[config.mk]
export PLATFORM = sky130hd
export DESIGN_NAME = vga_frame_sequencer
export DESIGN_NICKNAME = d
export VERILOG_FILES = /design/src/rtl/vga_timing_pkg.sv /design/src/rtl/vga_line_timer.sv /design/src/rtl/vga_frame_sequencer.sv
export SDC_FILE = /design/constraint.sdc
export NUM_CORES = 1
export LEC_CHECK = 0
export CAP_MARGIN = 20
export CORE_MARGIN = 2
export CORE_UTILIZATION = 49
export CTS_CLUSTER_DIAMETER = 150
export DETAILED_ROUTE_END_ITERATION = 16
export GPL_ROUTABILITY_DRIVEN = 0
export PLACE_DENSITY = 0.77
export SYNTH_ARGS = -nofsm -noshare
export SYNTH_HDL_FRONTEND = slang
export SYNTH_HIERARCHICAL = 1
export SYNTH_SLANG_ARGS = --single-unit
export TNS_END_PERCENT = 30
[constraint.sdc]
create_clock -name clk -period 2.65 [get_ports clk]
set_input_delay 0.265 -clock clk [delete_from_list [all_inputs] [get_ports clk]]
set_output_delay 0.265 -clock clk [all_outputs]
set_load 0.01 [all_outputs]
[src/rtl/vga_timing_pkg.sv]
// Shared timing constants, counter widths and the vertical state type for the VGA frame path.
package vga_timing_pkg;

  localparam int unsigned CycleW = 11;
  localparam int unsigned LineW  = 10;
  localparam int unsigned AddrW  = 14;
  localparam int unsigned RepW   = 3;

  localparam int unsigned DefLineCycles  = 1792;
  localparam int unsigned DefVSyncLines  = 2;
  localparam int unsigned DefVBpLines    = 29;
  localparam int unsigned DefVActLines   = 480;
  localparam int unsigned DefVFpLines    = 10;
  localparam int unsigned DefRowRepeat   = 5;
  localparam logic [AddrW-1:0] DefRowStride = 14'h40;

  typedef enum logic [2:0] {
    StIdle,
    StVsync,
    StBporch,
    StActive,
    StFporch
  } vga_state_e;

endpackage

[src/rtl/vga_line_timer.sv]
// Cycle counter within a line; emits a one-cycle line_tick on the last cycle of each line.
module vga_line_timer
  import vga_timing_pkg::*;
#(
  parameter int unsigned LINE_CYCLES = DefLineCycles
) (
  input  logic clk,
  input  logic reset,
  input  logic clear,
  output logic line_tick
);

  localparam logic [CycleW-1:0] LastCycle = CycleW'(LINE_CYCLES - 1);

  logic [CycleW-1:0] cnt_q, cnt_d;

  always_comb begin
    line_tick = !clear && (cnt_q == LastCycle);
    if (clear || line_tick) begin
      cnt_d = '0;
    end else begin
      cnt_d = cnt_q + 1'b1;
    end
  end

  always_ff @(posedge clk or negedge reset) begin
    if (!reset) begin
      cnt_q <= '0;
    end else begin
      cnt_q <= cnt_d;
    end
  end

endmodule

[src/rtl/vga_frame_sequencer.sv]
// Vertical frame sequencer: lines/frames, v_sync, h_sync_en gating and VRAM row base.
// Optional vblank interrupt enabled by defining VGA_VBLANK_IRQ_EN.
module vga_frame_sequencer
  import vga_timing_pkg::*;
#(
  parameter int unsigned       LINE_CYCLES    = DefLineCycles,
  parameter int unsigned       V_SYNC_LINES   = DefVSyncLines,
  parameter int unsigned       V_BP_LINES     = DefVBpLines,
  parameter int unsigned       V_ACTIVE_LINES = DefVActLines,
  parameter int unsigned       V_FP_LINES     = DefVFpLines,
  parameter int unsigned       ROW_REPEAT     = DefRowRepeat,
  parameter logic [AddrW-1:0]  ROW_STRIDE     = DefRowStride
) (
  input  logic             clk,
  input  logic             reset,
  input  logic             enable,
  output logic             h_sync_en,
  output logic             v_sync,
  output logic             line_active,
  output logic [LineW-1:0] line_count,
  output logic [AddrW-1:0] row_addr,
  output logic             frame_start
`ifdef VGA_VBLANK_IRQ_EN
  ,
  output logic             vblank_irq,
  input  logic             irq_ack
`endif
);

  localparam int unsigned Total = V_SYNC_LINES + V_BP_LINES + V_ACTIVE_LINES + V_FP_LINES;

  localparam logic [LineW-1:0] LastSync = LineW'(V_SYNC_LINES - 1);
  localparam logic [LineW-1:0] LastBp   = LineW'(V_SYNC_LINES + V_BP_LINES - 1);
  localparam logic [LineW-1:0] LastAct  = LineW'(V_SYNC_LINES + V_BP_LINES + V_ACTIVE_LINES - 1);
  localparam logic [LineW-1:0] LastLine = LineW'(Total - 1);
  localparam logic [RepW-1:0]  LastRep  = RepW'(ROW_REPEAT - 1);

  vga_state_e       state_q, state_d;
  logic [LineW-1:0] line_q, line_d;
  logic [AddrW-1:0] row_q, row_d;
  logic [RepW-1:0]  rep_q, rep_d;
  logic             fs_q, fs_d;
  logic             hse_q, vs_q, act_q;
  logic             line_tick;
  logic             timer_clear;

  // Timer is held at zero while idle so the first VSYNC cycle is cycle 0.
  assign timer_clear = !enable || (state_q == StIdle);

  vga_line_timer #(
    .LINE_CYCLES (LINE_CYCLES)
  ) u_line_timer (
    .clk       (clk),
    .reset     (reset),
    .clear     (timer_clear),
    .line_tick (line_tick)
  );

  always_comb begin
    state_d = state_q;
    line_d  = line_q;
    row_d   = row_q;
    rep_d   = rep_q;
    fs_d    = 1'b0;
    if (!enable) begin
      state_d = StIdle;
      line_d  = '0;
      row_d   = '0;
      rep_d   = '0;
    end else if (state_q == StIdle) begin
      state_d = StVsync;
      line_d  = '0;
      row_d   = '0;
      rep_d   = '0;
      fs_d    = 1'b1;
    end else if (line_tick) begin
      line_d = (line_q == LastLine) ? '0 : line_q + 1'b1;
      unique case (state_q)
        StVsync:  if (line_q == LastSync) state_d = StBporch;
        StBporch: if (line_q == LastBp) state_d = StActive;
        StActive: begin
          if (rep_q == LastRep) begin
            rep_d = '0;
            row_d = row_q + ROW_STRIDE;
          end else begin
            rep_d = rep_q + 1'b1;
          end
          if (line_q == LastAct) state_d = StFporch;
        end
        StFporch: begin
          if (line_q == LastLine) begin
            state_d = StVsync;
            row_d   = '0;
            rep_d   = '0;
            fs_d    = 1'b1;
          end
        end
        default: state_d = StIdle;
      endcase
    end
  end

  // Outputs are decoded from the next state so they land on the same edge as the state.
  always_ff @(posedge clk or negedge reset) begin
    if (!reset) begin
      state_q <= StIdle;
      line_q  <= '0;
      row_q   <= '0;
      rep_q   <= '0;
      fs_q    <= 1'b0;
      hse_q   <= 1'b0;
      vs_q    <= 1'b1;
      act_q   <= 1'b0;
    end else begin
      state_q <= state_d;
      line_q  <= line_d;
      row_q   <= row_d;
      rep_q   <= rep_d;
      fs_q    <= fs_d;
      hse_q   <= (state_d != StIdle);
      vs_q    <= (state_d != StVsync);
      act_q   <= (state_d == StActive);
    end
  end

  assign h_sync_en   = hse_q;
  assign v_sync      = vs_q;
  assign line_active = act_q;
  assign line_count  = line_q;
  assign row_addr    = row_q;
  assign frame_start = fs_q;

`ifdef VGA_VBLANK_IRQ_EN
  logic irq_q, irq_d;

  always_comb begin
    irq_d = irq_q;
    if (irq_ack) irq_d = 1'b0;
    if ((state_q == StActive) && (state_d == StFporch)) irq_d = 1'b1;
    if (state_d == StIdle) irq_d = 1'b0;
  end

  always_ff @(posedge clk or negedge reset) begin
    if (!reset) begin
      irq_q <= 1'b0;
    end else begin
      irq_q <= irq_d;
    end
  end

  assign vblank_irq = irq_q;
`endif

endmodule

==> run metrics, run 1 <==
Worst path top cell family by delay=simple AND/OR/NAND/NOR gates; chip width=71.63 um; num rows=24; reg2reg path depth=9; CP required=2.85 ns; DRC viols=0; crit-path max FO=8; DRT Wirelength=4.513 mm; sequential fraction of the synthesis area=43.61%; WL per Instance=14.06 um; crit path cell chain=ha_1 > nand4_4 > nor4_2 > inv_1 > o41ai_1 > and3_1 > a211oi_1 > inv_1 > nand3_1; Slew Viols, Final=0; Syn Std Cell Area=2241 um2; Worst setup EP type=register; slowest stage delay, CP=0.46 ns; DP HPWL=3.189 mm; CTS Hold Bufs=0; CTS root buffer=clkbuf_8; hold_ws=0.08313 ns; GRT Total Usage=19.18%; CP max stage cell=o41ai_1; status=finished, final reports clean; antenna violation net count after detailed routing=0; clock-pin slew on the worst setup and hold paths=0.08 ns; number of global-route vias before repair=1673; Clock Latency Late Sink=0.29 ns; final clock period utilization by the worst path=87.14%; fin nets=279; Vias=1796; critical path class=register to register; H-tree depth=2; DRT iter0 DRCs=53; minimum clock period after layout=2.309 ns; type of the worst min-delay path=input port to asynchronous set/reset pin; Fill cells=395; instance count on the critical path=9; final setup vio count=0; internal reg-to-reg setup slack=0.34 ns; Critical path buffers and inverters=2; grt ovf=0; worst slew pin tran=0.8617 ns; Yosys reg bits=39; pwr/cell area=432.0 nW/um2; worst r2r dst=v_sync$_DFF_PN1_; CTS tree=built; Layout Skew=0.007957 ns; Avg Cell Area, Syn=9.416 um2; Max-cap violations=0; Synth async-reset ratio=100.0%; CP arrival=2.51 ns; PostCTS Resize Cnt=0; startpoint types=register; Final Hold Fails=0; Worst R2R Start=u_line_timer/cnt_q[0]$_DFF_PN0_; Setup TNS=0 ns; DIE AREA=5130 um2; Power, Total=0.001132 W; layout cells sized above 1=12.27%; port buffer count=24; Ports=31; clock tree buffer depth=2; VDD IR max=0.0002377 V; Layout Area Growth over Synthesis=16.97%; initial antenna violation count=0; largest net degree at the start of global routing=40; Yosys cell types=54; n_diodes=0; via/cell ratio=5.595; main flop type after synthesis=dfrtp_1; RSZ-0062 raised after global routing=no; P_leak=1.136 nW; Worst slew margin=42.55%; TritonCTS Buffers=5; CTS Sinks=39; Post-synth EDFFs=0; YS warnings=6; first-pass GRT wire length=7.748 mm; die height=71.63 um; Synth Instances=238; drt pass-1 iters=5; core area=4384 um2; Max Fclk=0.4330 GHz; post-CTS setup buffers=0; Starting Density=51.11%; most frequent cell on the critical path=inv_1
==> worst max-delay path by stage <==
stage / from / to
floorplan: state_q[0]$_DFF_PN0_ / v_sync$_DFF_PN1_
global placement: enable / v_sync$_DFF_PN1_
detailed placement: enable / v_sync$_DFF_PN1_
CTS: u_line_timer/cnt_q[0]$_DFF_PN0_ / v_sync$_DFF_PN1_
global route: u_line_timer/cnt_q[0]$_DFF_PN0_ / line_active$_DFF_PN0_
finish: u_line_timer/cnt_q[0]$_DFF_PN0_ / v_sync$_DFF_PN1_
==> routing by layer <==
metal | vias to the layer above | global-route usage, % | wire [um]
met1 | 842 | 26.21 | 2113
met2 | 48 | 30.25 | 2117
met3 | 7 | 4.501 | 221
li1 | 899 | - | -
met4 | 0 | 6.289 | 61
met5 | - | 0 | 0
==> sequential cells by signal (all words and copies together), names as in the netlist, 3 cells and up <==
register and cells:
line_count 10, row_addr 8, state_q 3, rep_q 3, u_line_timer/cnt_q 11
==> synth_stat cells, types with 3 or more instances <==
cell type	n	area, um2
o31ai_1	4	30.03
mux2i_1	3	30.03
buf_4	6	45.04
xor2_1	9	78.83
a21oi_1	10	50.05
or3_1	3	18.77
ha_1	8	100.1
clkbuf_1	5	18.77
nand2_1	18	67.56
a31oi_1	3	18.77
dfrtp_1	38	950.9
nand4_1	5	31.28
and3_1	7	43.79
o21ai_0	13	65.06
nor2_1	25	93.84
nor2b_1	3	18.77
inv_1	12	45.04
o21ai_1	7	35.03
nand3_1	12	60.06
==> power by group <==
part / internal, W / leakage [nW] / switching, W
Combinational: 0.0000443 / 0.559 / 0.0000750
Sequential: 0.000611 / 0.535 / 0.0000130
Clock: 0.000185 / 0.0422 / 0.000205
==> cells in the final DEF, fill, tap and decap left out, types with 2 or more instances in the layout <==
master           count
o31ai_1              4
nand4_1              5
a211oi_1             2
mux2i_1              3
or3_2                2
nor2_1              25
o21a_1               2
nor3_1               2
clkbuf_8             5
o31ai_2              2
conb_1               6
clkdlybuf4s50_1     23
dfrtp_1             38
nor2b_1              3
or3_1                3
buf_4                5
clkbuf_1             2
inv_1               12
or4_4                2
nand3_1             12
ha_1                 8
a31oi_1              3
mux2_2               2
o21ai_1              7
and3_2               2
nand3b_1             2
and3_1               7
xor2_1               9
xnor2_1              2
and3b_1              2
nand2_1             18
o21ai_0             13
a21oi_1             10
==> cell type report <==
type	instances	area (um2)	share of cell area, %
Clock buffer	7	76.32	2.912
Clock inverter	1	5.005	0.1909
Inverter	13	48.80	1.862
Multi-Input combinational cell	180	1176	44.87
Sequential cell	39	977.2	37.28
Tap cell	52	65.06	2.482
Timing Repair Buffer	29	272.8	10.41
==> through the flow <==
stage	setup slack, ns	cell area, um2	util (%)	std cells
finish	0.3407	2621	59.79	321
global route	0.05743	2621	59.79	321
CTS	0.3247	2621	59.79	321
detailed placement	0.2802	2540	57.93	313
global placement	0.3570	2540	57.93	313
floorplan	0.1446	2260	-	243
==> cells by family after synthesis <==
kind of cell / count (synthesis) / synth area share, %
compound gates: 54 / 16.30
xor+xnor: 11 / 4.300
fa+ha+maj: 8 / 4.467
buf+inv: 24 / 5.025
flops: 39 / 43.61
mux: 5 / 2.345
other cells: 1 / 0.1673
simple gates: 96 / 23.79
==> worst register-to-register path: cells and delay by family (launching register included) <==
kind,cells,cell delay (ns)
AND/OR/NAND/NOR,4,0.80
AO/OA/AOI/OAI,2,0.54
flip-flops,1,0.39
adder cells (fa/ha/maj),1,0.26
buffers and inverters,2,0.25
Power figures use the tool's default switching activity.
==> run 2: changes to the inputs <==
--- a/config.mk
+++ b/config.mk
@@ -9,3 +9,4 @@
 export CORE_MARGIN = 2
-export CORE_UTILIZATION = 49
+export CORE_UTILIZATION = 51
+export CTS_BUF_LIST = sky130_fd_sc_hd__clkbuf_8
 export CTS_CLUSTER_DIAMETER = 150
@@ -13,3 +14,3 @@
 export GPL_ROUTABILITY_DRIVEN = 0
-export PLACE_DENSITY = 0.77
+export PLACE_DENSITY = 0.8
 export SYNTH_ARGS = -nofsm -noshare
--- a/constraint.sdc
+++ b/constraint.sdc
@@ -3,2 +3,2 @@
 set_output_delay 0.265 -clock clk [all_outputs]
-set_load 0.01 [all_outputs]
+set_load 0.02 [all_outputs]
==> run 2 against run 1 <==
Compared with the run above: design area fell by 0.33%; power fell by 1.5%; die area fell by 3.7%; clock power fell by 6.7%; non-clock buffer count did not move; combinational power rose by 8%; sequential cell count did not move; hold slack got worse by 0.0025 ns; largest power group unchanged; highest routed layer unchanged.
==> run metrics, run 2 (synthesis gave the netlist of run 1 again) <==
hold_ws=0.08063 ns (-0.002494 ns); core area=4294 um2 (-2.1%); number of global-route vias before repair=1735 (+3.7%); max reg flops=11 (unchanged); layout cells sized above 1=11.99% (-0.28 points); clock tree buffer depth=2 (unchanged); CTS tree=built; startpoint types=register; Ports=31 (unchanged); Max Fclk=0.4354 GHz (+0.54%); n_diodes=0 (unchanged); reg2reg path depth=9 (unchanged); final clock period utilization by the worst path=86.67% (-0.47 points); RSZ-0062 raised after global routing=no; crit-path max FO=8 (unchanged); port buffer count=24 (unchanged); Post-Place Cells=313 (unchanged); CP required=2.85 ns (about the same); CP endpoint=v_sync$_DFF_PN1_; die height=70.29 um (-1.9%); critical path class=register to register; CTS root buffer=clkbuf_8; DIE AREA=4940 um2 (-3.7%); Final Core Density=60.84% (+1.1 points); DP HPWL=3.192 mm (about the same); Vias=1839 (+2.4%); minimum clock period after layout=2.297 ns (-0.01250 ns); num rows=24 (unchanged); post-route insts no fill=319 (-0.62%); first-pass GRT wire length=8.073 mm (+4.2%); worst r2r dst=v_sync$_DFF_PN1_; Layout Skew=0.004227 ns (-0.003730 ns); CTS Sinks=39 (unchanged); Max-cap violations=0 (unchanged); via/cell ratio=5.765 (+3.0%); drt pass-1 iters=4 (-1); Layout Area Growth over Synthesis=16.58%; type of the worst min-delay path=input port to asynchronous set/reset pin; Setup TNS=0 ns (unchanged); VDD IR max=0.0002602 V (+9.4%); antenna violation net count after detailed routing=0 (unchanged); DRT iter0 DRCs=70 (+32%); PostCTS Resize Cnt=0 (unchanged); worst slew pin tran=0.8554 ns (-0.006271 ns); initial antenna violation count=0 (unchanged); H-tree depth=2 (unchanged); GRT Total Usage=20.57% (+1.4 points); Worst setup EP type=register; most frequent cells in the layout=dfrtp_1, nor2_1, clkdlybuf4s50_1; status=finished, final reports clean; largest net degree at the start of global routing=40 (unchanged); CP arrival=2.50 ns (about the same); Final WS setup=0.3532 ns (+0.01250 ns); DRT Wirelength=4.522 mm (+0.20%); DRC viols=0 (unchanged); Worst R2R Start=u_line_timer/cnt_q[0]$_DFF_PN0_; internal reg-to-reg setup slack=0.35 ns (about the same); post-CTS setup buffers=0 (unchanged); Slew Viols, Final=0 (unchanged); Place WS=0.3058 ns (+0.02555 ns); Final Hold Fails=0 (unchanged); most common cell after layout, fill and taps aside=dfrtp_1; grt ovf=0 (unchanged); CTS Hold Bufs=0 (unchanged); pwr/cell area=427.1 nW/um2 (-1.1%); Clock Latency Late Sink=0.29 ns (about the same); fin nets=279 (unchanged); Worst slew margin=42.97% (+0.42 points); WL per Instance=14.18 um (+0.83%); Starting Density=52.19% (+1.1 points); critical path startpoint=u_line_timer/cnt_q[0]$_DFF_PN0_; P_leak=1.135 nW (about the same); chip width=70.29 um (-1.9%); Top reg by flops=u_line_timer/cnt_q; final setup vio count=0 (unchanged); TritonCTS Buffers=5 (unchanged); clock-pin slew on the worst setup and hold paths=0.07 ns (about the same)
==> run 2: per-stage QoR <==
stage	total power, W	cell area (um2)
final	0.001116	2613
after detailed placement	0.0007625	2540
after CTS	0.001128	2613
after global placement	0.0007607	2540
after global routing	0.001175	2613
after floorplan	0.0007226	2260
==> run 2: report_power, final <==
group          internal (W)  switching [W]  total, W  leakage (nW)
clock              0.000171       0.000192  0.000364        0.0413
sequential         0.000611      0.0000126  0.000623         0.535
combinational     0.0000443      0.0000843  0.000129         0.559
==> run 2: layout make-up <==
type	count	area [um2]
clock buffers	5	68.82
clock inverters	1	3.754
fillers	388	1682
inverters	13	48.80
multi-input cells	180	1176
flip-flops and latches	39	977.2
well taps	52	65.06
repair buffers	29	272.8
==> run 2: per-layer routing <==
| layer | vias up | wire, um | track usage (%) |
|---|---|---|---|
| met3 | 10 | 188 | 4.040 |
| met2 | 45 | 2196 | 32.91 |
| li1 | 895 | - | - |
| met1 | 889 | 2028 | 26.39 |
| met4 | 0 | 108 | 10.47 |
| met5 | - | 0 | 0 |
==> run 2: critical path, cell delays in order (launching register included) <==
cell and delay [ns]:
dfrtp_1 0.38, ha_1 0.26, nand4_4 0.18, nor4_2 0.29
inv_1 0.17, o41ai_1 0.46, and3_1 0.23, a211oi_1 0.07
inv_1 0.10, nand3_1 0.08
==> run 2: worst min-delay path by stage <==
| stage | depth (start not counted) | end |
|---|---|---|
| after floorplan | 0 | frame_start$_DFF_PN0_ |
| after global placement | 1 | u_line_timer/cnt_q[9]$_DFF_PN0_ |
| after detailed placement | 1 | line_active$_DFF_PN0_ |
| after CTS | 1 | line_count[9]$_DFFE_PN0P_ |
| after global routing | 1 | line_count[9]$_DFFE_PN0P_ |
| final | 1 | line_count[9]$_DFFE_PN0P_ |
==> run 3: changes to the inputs <==
- CTS_CLUSTER_SIZE: unset -> 28
==> results of run 3 <==
Final layout, timing and power as in run 2 (identical DEF).
